**src/rtl/bin2bcd_seq.sv**
```systemverilog
// bin2bcd_seq: sequential double-dabble binary-to-BCD converter, one bit per clock.
// Optional feature macro: BIN2BCD_SIGNED_EN (two's-complement input, 4'hA sign digit).
`default_nettype none

module bin2bcd_seq #(
  parameter int          BIN_W   = 14,
  parameter int unsigned MAX_VAL = 9999
) (
  input  logic             clk,
  input  logic             rst,
  input  logic [BIN_W-1:0] bin_in,
  input  logic             start,
  output logic             busy,
  output logic             done,
  output logic [15:0]      bcd_out,
  output logic             ovf
);

  localparam int CNT_W = $clog2(BIN_W + 1);

  typedef enum logic [1:0] {
    ST_IDLE  = 2'd0,
    ST_SHIFT = 2'd1,
    ST_DONE  = 2'd2
  } state_t;

  state_t             state_q,   state_d;
  logic [BIN_W-1:0]   shreg_q,   shreg_d;
  logic [15:0]        scratch_q, scratch_d;
  logic [CNT_W-1:0]   cnt_q,     cnt_d;
  logic               range_q,   range_d;
  logic               neg_q,     neg_d;
  logic               busy_q,    busy_d;
  logic               done_q,    done_d;
  logic [15:0]        bcd_q,     bcd_d;
  logic               ovf_q,     ovf_d;

  logic [BIN_W-1:0]   w_mag;
  logic               w_neg;
  logic               w_range;
  logic [15:0]        w_scratch_adj;
  logic [15:0]        w_scratch_shift;
  logic [BIN_W-1:0]   w_shreg_shift;

`ifdef BIN2BCD_SIGNED_EN
  logic [BIN_W:0]     w_mag_wide;

  // Magnitude is formed one bit wider so the most negative input stays exact.
  always_comb begin
    w_neg      = bin_in[BIN_W-1];
    w_mag_wide = {1'b0, bin_in};
    if (w_neg) begin
      w_mag_wide = -{bin_in[BIN_W-1], bin_in};
    end
    w_mag   = w_mag_wide[BIN_W-1:0];
    w_range = w_neg ? (32'(w_mag_wide) > 32'd999) : (32'(bin_in) > MAX_VAL);
  end
`else
  always_comb begin
    w_neg   = 1'b0;
    w_mag   = bin_in;
    w_range = 32'(bin_in) > MAX_VAL;
  end
`endif

  always_comb begin
    w_scratch_adj = scratch_q;
    for (int i = 0; i < 4; i++) begin
      if (scratch_q[4*i +: 4] >= 4'd5) begin
        w_scratch_adj[4*i +: 4] = scratch_q[4*i +: 4] + 4'd3;
      end
    end
    // Carry out of the top nibble is dropped; such values are overflow anyway.
    w_scratch_shift = {w_scratch_adj[14:0], shreg_q[BIN_W-1]};
    w_shreg_shift   = {shreg_q[BIN_W-2:0], 1'b0};
  end

  always_comb begin
    state_d   = state_q;
    shreg_d   = shreg_q;
    scratch_d = scratch_q;
    cnt_d     = cnt_q;
    range_d   = range_q;
    neg_d     = neg_q;
    busy_d    = busy_q;
    done_d    = 1'b0;
    bcd_d     = bcd_q;
    ovf_d     = ovf_q;

    case (state_q)
      ST_IDLE: begin
        if (start) begin
          shreg_d   = w_mag;
          scratch_d = 16'h0000;
          cnt_d     = CNT_W'(BIN_W);
          range_d   = w_range;
          neg_d     = w_neg;
          busy_d    = 1'b1;
          state_d   = ST_SHIFT;
        end
      end
      ST_SHIFT: begin
        scratch_d = w_scratch_shift;
        shreg_d   = w_shreg_shift;
        cnt_d     = cnt_q - CNT_W'(1);
        if (cnt_q == CNT_W'(1)) begin
          state_d = ST_DONE;
          done_d  = 1'b1;
          if (range_q) begin
            bcd_d = 16'hFFFF;
            ovf_d = 1'b1;
          end else begin
            bcd_d = neg_q ? {4'hA, w_scratch_shift[11:0]} : w_scratch_shift;
            ovf_d = 1'b0;
          end
        end
      end
      ST_DONE: begin
        busy_d  = 1'b0;
        state_d = ST_IDLE;
      end
      default: begin
        busy_d  = 1'b0;
        state_d = ST_IDLE;
      end
    endcase
  end

  always_ff @(posedge clk) begin
    if (rst) begin
      state_q   <= ST_IDLE;
      shreg_q   <= '0;
      scratch_q <= 16'h0000;
      cnt_q     <= '0;
      range_q   <= 1'b0;
      neg_q     <= 1'b0;
      busy_q    <= 1'b0;
      done_q    <= 1'b0;
      bcd_q     <= 16'h0000;
      ovf_q     <= 1'b0;
    end else begin
      state_q   <= state_d;
      shreg_q   <= shreg_d;
      scratch_q <= scratch_d;
      cnt_q     <= cnt_d;
      range_q   <= range_d;
      neg_q     <= neg_d;
      busy_q    <= busy_d;
      done_q    <= done_d;
      bcd_q     <= bcd_d;
      ovf_q     <= ovf_d;
    end
  end

  assign busy    = busy_q;
  assign done    = done_q;
  assign bcd_out = bcd_q;
  assign ovf     = ovf_q;

endmodule

`default_nettype wire

```
**config.mk**
```make
export PLATFORM = sky130hd
export DESIGN_NAME = bin2bcd_seq
export DESIGN_NICKNAME = d
export VERILOG_FILES = /design/src/rtl/bin2bcd_seq.sv
export SDC_FILE = /design/constraint.sdc
export NUM_CORES = 1
export LEC_CHECK = 0
export ABC_AREA = 1
export CORE_MARGIN = 2
export CORE_UTILIZATION = 45
export CTS_CLUSTER_DIAMETER = 30
export CTS_CLUSTER_SIZE = 30
export DETAILED_ROUTE_END_ITERATION = 8
export GPL_TIMING_DRIVEN = 0
export PLACE_DENSITY_LB_ADDON = 0.05
export SLEW_MARGIN = 40
export SYNTH_ARGS = -nofsm -noshare
export SYNTH_HDL_FRONTEND = slang
export SYNTH_SLANG_ARGS = --single-unit
```
**constraint.sdc**
```tcl
create_clock -name clk -period 2 [get_ports clk]
set_clock_uncertainty 0.1 [all_clocks]
set_input_delay 0.2 -clock clk [delete_from_list [all_inputs] [get_ports clk]]
set_output_delay 0.2 -clock clk [all_outputs]
set_load 0.01 [all_outputs]
```
After elaboration in Yosys (flattened, before gate mapping)
Index checks and enable logic that the tools add are counted.

storage, ports and cells
  output and inout port bits = 19
  register bits after elaboration = 56

cells by class
  eq/ne operators = 4
  $lt $le $gt $ge = 5
  bitwise logic cells = 1
  reductions and logical operators = 8
  mux-type cells = 18
  $add $sub $neg = 5

operators by type and width
  operator                                              number
  two-way mux 16 bit                                    2
  one-hot mux 16 bit (2 select lines)                   1
  one-hot mux 14 bit (2 select lines)                   1
  >= comparator 4 x 3 -> 1 bit (second input constant)  4
  two-way mux 4 bit                                     4
  > comparator 14 bit (second input constant)           1
  two-way mux 14 bit                                    1
  adder 4 x 2 -> 4 bit (second input constant)          3
  AND reduction 2 bit                                   5
  one-hot mux 4 bit (2 select lines)                    1
  == test 4 x 1 -> 1 bit (second input constant)        1
  two-way mux 2 bit                                     2
  != test 2 bit (second input constant)                 2
  one-hot mux 2 bit (2 select lines)                    1
  subtractor 4 x 1 -> 4 bit (second input constant)     1
  adder 3 x 2 -> 3 bit (second input constant)          1
  two-way mux 1 bit                                     3
  two-way mux 3 bit                                     1
  == test 2 x 1 -> 1 bit (second input constant)        1
  zero test 2 bit                                       1
  one-hot mux 1 bit (2 select lines)                    1
  nonzero test 2 bit                                    1
  OR reduction 2 bit                                    1
  NOT 1 bit                                             1

Longest topological paths before layout
  word-level depth = 3
  depth in mapped cells = 8

Worst setup path after synthesis
OpenSTA, ideal clock, no wires.

  path type = reg2reg
  start point = register cnt_q[0]
  end point = register bcd_q[10], in the netlist bcd_out[10]
  data required time = 1.783 ns
  stages on the path, launching flop included = 8
  slack = 0.606 ns
  arrival time = 1.177 ns
  clock period less this slack = 1.394 ns
  buffers on the path = 1
  cells stage by stage = dfxtp_1 ha_1 nand3_1 nor2_4 nand2_4 buf_6 a21oi_1 nor2_1

on the way
  longest elaborated chain between the ends = 2

RTL lines
  element                        RTL line  RTL
  from (decl)                    30        logic [CNT_W-1:0] cnt_q, cnt_d;
  from (signal assigned)         145       cnt_q <= cnt_d;
  == test 4 x 1 -> 1 bit         106       if (cnt_q == CNT_W'(1)) begin
  AND reduction 2 bit (no line)  -
  to (signal assigned)           139       bcd_q <= 16'h0000;
  to (signal assigned)           150       bcd_q <= bcd_d;
  to (decl)                      35        logic [15:0] bcd_q, bcd_d;

No other way between the ends.
A chain may end at the register's enable or synchronous reset.

Worst setup path after layout
  start point = register cnt_q[0]
  end point = register bcd_q[11], in the netlist bcd_out[11]

Same word-level chain as after synthesis.

==> impl_metrics.py <==
metrics = {
    "run": {
        "cap_viol_max_count": 0,
    },
    "drt": {
        "drtIter0Drc": 109,
        "drc": 0,
        "via_per_inst": 5.05,
        "finalWirelength_um": 6020,
        "dr.pass1.iters": 4,
        "final_antenna_net_count": 0,
        "vias": 2434,
        "post_drt_wl_per_cell_um": 12.5,
    },
    "finish": {
        "fin_nets": 437,
        "drive_gt1_share_pct": 5.37,
        "diodes": 0,
        "area_growth_pct": 19.4,
    },
    "timing": {
        "setup_viol": 0,
        "worstMarginPinSlew_ps": 547,
        "fin_crit_ps": 1650,
        "fmaxAchievable_mhz": 604,
        "whs_ps": 129,
        "slew_headroom_pct": 63.6,
        "rsz0062_at_grt": "false",
        "final_max_slew_viol_count": 0,
        "hold_viol": 0,
        "setup_tns_ps": 0,
        "period_share_pct": 82.7,
    },
    "yosys": {
        "synth.cell_area_um2": 2630,
        "synth_seq_cells": 56,
        "yosysWarnings": 0,
        "post_synth_num_cell_types": 20,
        "postSynthCellCount": 369,
        "synth_fp_nets": 396,
        "syn_area_per_cell_um2": 7.13,
        "ys_seq_area_share_pct": 42.6,
    },
    "clock_network": {
        "clock_latency_ps": 310,
        "cts.htree.levels": 2,
        "cts_num_sinks": 56,
        "cts_setup_buffers": 0,
        "holdBufCountCts": 0,
        "cts_buffers": 5,
        "path_clk_slew_ps": 100,
        "ctsRootBufferMaster": "clkbuf_8",
        "cts_resized": 0,
        "cts.path.max_buffers": 2,
        "cts_tree": "yes",
    },
    "floorplan": {
        "initial_utilization_pct": 47.2,
        "io_pins": 36,
        "die_area_um2": 6470,
        "row_count": 27,
        "die_h_um": 80.5,
        "core_um2": 5570,
        "die_x_um": 80.5,
    },
    "setup_path": {
        "crit_path_max_incr_delay_ps": 410,
        "critPathKind": "register to register",
        "worstPathRequired_ps": 2100,
        "end_kind": "register",
        "cp_max_fo": 10,
        "slowest_stage": "dfxtp_1",
        "crit_arrival_ps": 1760,
        "cp_cell_sequence": "ha_1, nand3_1, nor2_4, nand2_4, buf_6, a21oi_1, nor2_1",
        "critPathLaunchType": "register",
    },
    "min_path": {
        "hold_class": "input port to register",
    },
    "placed_design": {
        "place_hpwl_um": 4300,
        "routabilityCongestion": 0.870,
        "io_buffers": 34,
    },
    "global_route": {
        "grt_max_degree": 17,
        "grt_antenna_before_repair": 0,
        "grtUsageTotal_pct": 19.9,
        "grt_pass1_vias": 2252,
        "grt_pass1_wl_um": 10000,
        "grt_overflow": 0,
    },
    "power_and_ir_drop": {
        "powerDensity_nw_per_um2": 664,
        "ir_drop_mv": 0.386,
        "p_leak_nw": 1.32,
    },
    "outcome": {
        "status": "finished clean",
    },
}
[sequential cells by signal, summed over array words and instances, names as in the netlist]
| signal | flops |
|---|---|
| bcd_out | 16 |
| busy | 1 |
| cnt_q | 4 |
| done | 1 |
| ovf | 1 |
| range_q | 1 |
| scratch_q | 16 |
| shreg_q | 14 |
| state_q | 2 |
[worst max-delay path: cells and delay by family (launching register included)]
family / cells / cell delay [ps]
flip-flops: 1 / 410
AND/OR/NAND/NOR: 4 / 570
adder cells (fa/ha/maj): 1 / 160
AO/OA/AOI/OAI: 1 / 130
buffers and inverters: 1 / 160
[metrics by stage]
stage                     power (mW)  area (um2)  std cells  worst slack, ps  util [%]
after global placement          1.52        3060        475              329      54.9
after CTS                       2.11        3140        482              334      56.4
final                           2.09        3140        482              345      56.4
after global routing            2.20        3140        482              192      56.4
after floorplan                 1.40        2630        369              606         -
after detailed placement        1.52        3060        475              305      54.9
[Yosys cell counts]
master	n	area share [%]
a21oi_1	48	9.1
a221oi_1	1	0.33
buf_2	4	0.76
buf_4	4	1.1
buf_6	1	0.43
clkbuf_1	7	1.0
dfxtp_1	56	43
ha_1	10	4.8
inv_1	47	6.7
inv_2	1	0.14
nand2_1	73	10
nand2_4	2	0.86
nand3_1	29	5.5
nand4_1	8	1.9
nor2_1	24	3.4
nor2_4	2	0.86
nor3_1	3	0.57
o21ai_0	44	8.4
o21ai_1	4	0.76
o21ai_2	1	0.33
[placed cells by master (no fill, tap or decap), types with 2 or more instances in the layout]
cell type         n
nor2_1           24
clkbuf_1          7
nor2_4            2
nand4_1           8
buf_4             4
a21oi_1          48
nand3_1          29
o21ai_0          44
clkdlybuf4s50_1  34
nand2_1          73
dfxtp_1          56
nand2_4           2
inv_1            47
o21ai_1           4
clkbuf_8          5
buf_2             4
ha_1             10
nor3_1            3
[kinds of logic (layout without fill, tap and decap cells)]
| logic type | after synthesis | count (layout) | synth area share (%) |
|---|---|---|---|
| AND/OR/NAND/NOR | 141 | 141 | 23.5 |
| adder cells (fa/ha/maj) | 10 | 10 | 4.76 |
| flip-flops | 56 | 56 | 42.6 |
| buffers and inverters | 64 | 105 | 10.2 |
| AO/OA/AOI/OAI | 98 | 98 | 18.9 |
[final timing paths]
check                           slack, ps        start           end  cells after the start
worst min-delay path                  130          rst  scratch_q[0]                      2
worst max register to register        350     cnt_q[0]   bcd_out[11]                      7
worst max-delay path                  350     cnt_q[0]   bcd_out[11]                      7
worst min register to register        350  shreg_q[11]   shreg_q[11]                      2
[layout make-up]
| class | count | area [um2] |
|---|---|---|
| Fill cell | 548 | 2430 |
| Multi-Input combinational cell | 249 | 1240 |
| Sequential cell | 56 | 1120 |
| Timing Repair Buffer | 34 | 340 |
| Inverter | 48 | 180 |
| Tap cell | 72 | 90.1 |
| Buffer | 16 | 87.6 |
| Clock buffer | 5 | 68.8 |
| Clock inverter | 2 | 12.5 |
[where the power goes]
| group | switching (mW) | internal [mW] |
|---|---|---|
| Combinational | 0.174 | 0.123 |
| Sequential | 0.0252 | 1.17 |
| Clock | 0.357 | 0.238 |
[per-layer routing]
metal,vias up,wire length [um],track usage (%),share of wire (%)
met5,-,0,0,0
met4,0,68,6.10,1.1
met3,7,289,3.93,4.8
met2,46,2870,34.4,48
met1,1094,2800,24.9,46
li1,1287,-,-,-
(Power assumes the default switching activity.)
